$ cat config.mk
export PLATFORM = sky130hd
export DESIGN_NAME = fmc_read_responder
export DESIGN_NICKNAME = d
export VERILOG_FILES = /design/src/rtl/fmc_read_responder.sv
export SDC_FILE = /design/constraint.sdc
export NUM_CORES = 1
export LEC_CHECK = 0
export ABC_AREA = 1
export BUFFER_PORTS_ARGS = -buffer_cell sky130_fd_sc_hd__buf_4
export CORE_ASPECT_RATIO = 1.2
export CORE_MARGIN = 3
export CORE_UTILIZATION = 40
export CTS_BUF_LIST = sky130_fd_sc_hd__clkbuf_4
export CTS_CLUSTER_DIAMETER = 40
export DETAILED_ROUTE_END_ITERATION = 16
export PLACE_DENSITY_LB_ADDON = 0.2
export SLEW_MARGIN = 20
export SYNTH_ARGS = -nofsm -noshare
export SYNTH_HDL_FRONTEND = slang
export SYNTH_SLANG_ARGS = --single-unit
$ cat constraint.sdc
create_clock -name CLK -period 3.3 [get_ports CLK]
set_input_delay 0.33 -clock CLK [delete_from_list [all_inputs] [get_ports CLK]]
set_output_delay 0.33 -clock CLK [all_outputs]
set_load 0.01 [all_outputs]
$ cat src/rtl/fmc_read_responder.sv
// Read-side responder for the MCU parallel bus: synchronizes CS/RD_EN, decodes a
// 4-word window, returns a registered word with an output enable and a coherent counter snapshot.
module fmc_read_responder #(
    parameter logic [15:0] BASE_ADDR = 16'h0010,
    parameter logic [15:0] VERSION   = 16'h2307
) (
    input  logic        CLK,
    input  logic        RST_N,
    input  logic        CS,
    input  logic        RD_EN,
    input  logic [15:0] ADDR,
    input  logic [15:0] STATUS_IN,
    input  logic [31:0] CNT_IN,
    output logic [15:0] RD_DATA,
    output logic        RD_OE,
    output logic        RD_STROBE,
    output logic        RD_MISS
);

    localparam logic [1:0] ST_IDLE  = 2'd0;
    localparam logic [1:0] ST_SETUP = 2'd1;
    localparam logic [1:0] ST_DRIVE = 2'd2;

    logic        cs_meta_q, cs_sync_q;
    logic        rd_meta_q, rd_sync_q;
    logic [1:0]  state_q, state_d;
    logic [15:0] addr_q, addr_d;
    logic [31:0] snap_q, snap_d;
    logic [15:0] rd_data_q, rd_data_d;
    logic        rd_oe_q, rd_oe_d;
    logic        strobe_q, strobe_d;
    logic        miss_q, miss_d;

    logic        rd_req;
    logic [15:0] offset;
    logic        hit;

    assign rd_req = !cs_sync_q && rd_sync_q;
    // Wrapping subtraction: anything below BASE_ADDR lands far above 3.
    assign offset = addr_q - BASE_ADDR;
    assign hit    = (offset[15:2] == 14'd0);

    always_comb begin
        state_d   = state_q;
        addr_d    = addr_q;
        snap_d    = snap_q;
        rd_data_d = rd_data_q;
        rd_oe_d   = rd_oe_q;
        strobe_d  = 1'b0;
        miss_d    = 1'b0;
        case (state_q)
            ST_IDLE: begin
                if (rd_req) begin
                    state_d = ST_SETUP;
                    addr_d  = ADDR;
                end
            end
            ST_SETUP: begin
                if (rd_req) begin
                    state_d = ST_DRIVE;
                    if (hit) begin
                        rd_oe_d  = 1'b1;
                        strobe_d = 1'b1;
                        case (offset[1:0])
                            2'd0: rd_data_d = STATUS_IN;
                            2'd1: begin
                                rd_data_d = CNT_IN[15:0];
                                snap_d    = CNT_IN;
                            end
                            2'd2: rd_data_d = snap_q[31:16];
                            default: rd_data_d = VERSION;
                        endcase
                    end else begin
                        // Leave the bus undriven: another slave may own this address.
                        rd_data_d = 16'h0000;
                        miss_d    = 1'b1;
                    end
                end else begin
                    state_d = ST_IDLE;
                end
            end
            ST_DRIVE: begin
                if (!rd_req) begin
                    state_d = ST_IDLE;
                    rd_oe_d = 1'b0;
                end
            end
            default: begin
                state_d = ST_IDLE;
                rd_oe_d = 1'b0;
            end
        endcase
    end

    always_ff @(posedge CLK or negedge RST_N) begin
        if (!RST_N) begin
            cs_meta_q <= 1'b1;
            cs_sync_q <= 1'b1;
            rd_meta_q <= 1'b0;
            rd_sync_q <= 1'b0;
            state_q   <= ST_IDLE;
            addr_q    <= 16'h0000;
            snap_q    <= 32'h0000_0000;
            rd_data_q <= 16'h0000;
            rd_oe_q   <= 1'b0;
            strobe_q  <= 1'b0;
            miss_q    <= 1'b0;
        end else begin
            cs_meta_q <= CS;
            cs_sync_q <= cs_meta_q;
            rd_meta_q <= RD_EN;
            rd_sync_q <= rd_meta_q;
            state_q   <= state_d;
            addr_q    <= addr_d;
            snap_q    <= snap_d;
            rd_data_q <= rd_data_d;
            rd_oe_q   <= rd_oe_d;
            strobe_q  <= strobe_d;
            miss_q    <= miss_d;
        end
    end

    assign RD_DATA   = rd_data_q;
    assign RD_OE     = rd_oe_q;
    assign RD_STROBE = strobe_q;
    assign RD_MISS   = miss_q;

endmodule

==> metrics.md <==
| Metric | Value |
|---|---|
| Num rows | `32` |
| Max-cap violations | `0` |
| CTS tree | `built` |
| Slew HR | `0.521` |
| Cell area after synthesis | `about 2700 um2` |
| Worst-path fanout max | `24` |
| Layout Nets | `between 500 and 600` |
| Synth top area share | `0.504` |
| Synth warn | `0` |
| Setup violations, final | `0` |
| Initial antenna violation count | `0` |
| Synthesis-to-layout area growth | `31.7%` |
| Hold Crit Class | `input pin to flop` |
| Buffers on Ports | `86` |
| FILL cells | `between 600 and 700` |
| Die H | `96.5 um` |
| Share of cells above drive strength 1 | `0.279` |
| Number of DRC markers in iteration 0 | `104` |
| Total CTS buffers | `9` |
| Crit end category | `flop` |
| Setup CP Type | `flop to flop` |
| Core area | `6530 um2` |
| Clock Path Buffers | `2` |
| Highest-count cells in the layout ignoring fill and taps | `148 x nand2_1, 89 x buf_4, 55 x dfrtp_1` |
| Inserted Diodes | `0` |
| Post-synth EDFFs | `0` |
| Pwr Density | `481 nW/um2` |
| CTS root buffer | `clkbuf_4` |
| Drt pass-1 iters | `4` |
| Tot GR Track Use | `0.189` |
| DP HPWL | `5.01 mm` |
| Die Area | `7860 um2` |
| Placer's final routability congestion estimate | `between 0.7 and 0.8` |
| RSZ-0062 raised after global routing | `false` |
| Main synth FF type | `dfrtp_1` |
| Leakage | `between 0.0015 and 0.002 uW` |
| Async SR Flop Fraction | `1.00` |
| Hold Vio Cnt, Final | `0` |
| Mapped Cells | `342` |
| Slew at the pin closest to its max-slew limit | `approximately 0.72 ns` |
| WL per Instance | `between 10 and 15 um` |
| Final setup TNS | `0 ns` |
| Commonest non-fill, non-tap cell in the layout | `nand2_1` |
| Period utilization | `0.707` |
| Peak VDD IR | `0.250 mV` |
| Skew final | `0.0125 ns` |
| Seq/Total Area, Yosys | `0.523` |
| Via density | `4.70` |
| Final instance area | `around 3600 um2` |
| Slew Viols, Final | `0` |
| Required @ worst endpoint | `around 3.6 ns` |
| Status | `finished clean` |
| Ports | `just under 90` |
| Yosys cell types | `28` |
| Largest area contributor in the netlist | `dfrtp_1` |
| Largest net degree at the start of global routing | `58` |
| Die Span X | `between 80 and 90 um` |
| Via Count | `approximately 2500` |
| Max Freq | `approximately 0.43 GHz` |
| Post-CTS sizing | `0` |
| Remaining DRCs | `0` |
| Vias in the first global route | `about 2500` |
| Grt ovf | `0` |
| Final WL | `just under 7 mm` |
| # hold bufs at CTS | `1` |
| Tmin final | `about 2.3 ns` |
| Post-Syn Area per Cell | `7.98 um2` |
| Clock Pin Slew Worst Setup and Hold Paths | `~0.090 ns` |
| Synth Net Count | `410` |
| First-pass GRT wire length | `~11 mm` |
| Placed Area | `3450 um2` |
| Type of element launching the critical path | `flop` |
| Yosys reg bits | `between 50 and 60` |
| H-tree depth | `3` |
| CTS sink count | `57` |
| Initial Util | `0.418` |
| Clock latency at the later pin of the worst-skew pair | `roughly 0.41 ns` |
| Crit path DAT | `between 2 and 3 ns` |
| Synth area leaders | `dfrtp_1 50%, nand2_1 20%, nand3_1 5.5%` |
| Post-route ant nets | `0` |
| Post-CTS setup buffers | `0` |
==> worst max-delay path, stage by stage, from the launching register on <==
cell and delay (ns):
dfrtp_1 0.40, nor2_1 0.21, inv_2 0.08, nor2_2 0.45
inv_2 0.32, nor3_4 0.60, nand2_1 0.13, nand2_1 0.08
==> cell usage after synthesis, types with 4 or more instances <==
cell type and n:
dfrtp_1 55, nor2_1 22, inv_2 4, clkbuf_1 8, o21ai_0 13, a221oi_1 6
nand3_1 30, nor2_2 4, nand2_1 148, inv_1 21, o31ai_1 6, nor3_1 4
==> per-stage QoR <==
| step | cells | hold WS [ns] | setup slack [ns] | total power (uW) | utilization |
|---|---|---|---|---|---|
| floorplan | 342 | 0.0344 | 1.68 | 1050 | - |
| global placement | 505 | 0.339 | 1.04 | 1240 | 0.528 |
| detailed placement | 505 | 0.341 | 0.988 | 1240 | 0.528 |
| CTS | 522 | 0.000744 | 0.953 | 1750 | 0.549 |
| global route | 523 | -0.00232 | 0.695 | 1840 | 0.551 |
| finish | 523 | 0.0383 | 0.967 | 1730 | 0.551 |
==> flip-flops by register name, indices dropped and copies added (netlist names) <==
| name | cells |
|---|---|
| RD_STROBE | 1 |
| snap_q | 16 |
| state_q | 2 |
| RD_OE | 1 |
| addr_q | 16 |
| RD_MISS | 1 |
| rd_sync_q | 1 |
| cs_meta_q | 1 |
| rd_meta_q | 1 |
| RD_DATA | 16 |
| cs_sync_q | 1 |
==> cell type report <==
type	instances	area, um2	share of cell area
clock buffer	11	82.6	0.0230
tap	85	106	0.0296
clock inverter	5	46.3	0.0129
inverter	26	97.6	0.0271
timing repair buffer	91	688	0.191
sequential	57	1430	0.397
multi-input combinational	248	1150	0.319
==> power breakdown <==
part           switching (uW)  total [uW]  leakage [uW]  internal [uW]
Combinational             224         406       0.00117            182
Clock                     260         500     0.0000734            240
Sequential               59.0         824      0.000666            765
==> kinds of logic (layout without fill, tap and decap cells) <==
family	count (synthesis)	in the layout	share of synthesized area
flops	57	57	0.523
xor+xnor	1	1	0.00321
simple gates	217	217	0.343
compound gates	30	30	0.0738
buf+inv	37	133	0.0568
==> path summary, 6_finish.rpt <==
check	from	endpoint	slack, ns	depth (start not counted)
min in group asynchronous	RST_N	addr_q[7]$_DFFE_PN0P_	0.51	2
max reg2reg	state_q[1]$_DFFE_PN0P_	snap_q[18]$_DFFE_PN0P_	0.97	7
min reg2reg	rd_meta_q$_DFF_PN0_	rd_sync_q$_DFF_PN0_	0.36	0
min	RD_EN	rd_meta_q$_DFF_PN0_	0.04	1
max	state_q[1]$_DFFE_PN0P_	snap_q[18]$_DFFE_PN0P_	0.97	7
max in group asynchronous	RST_N	snap_q[30]$_DFFE_PN0P_	2.31	2
==> layer usage <==
| layer | part of all wire | global-route usage | up-vias |
|---|---|---|---|
| met5 | 0 | 0 | - |
| met4 | 0.010 | 0.0634 | 0 |
| met3 | 0.058 | 0.0640 | 5 |
| met2 | 0.51 | 0.313 | 57 |
| met1 | 0.42 | 0.230 | 1116 |
| li1 | - | - | 1279 |
(Power assumes the default switching activity.)
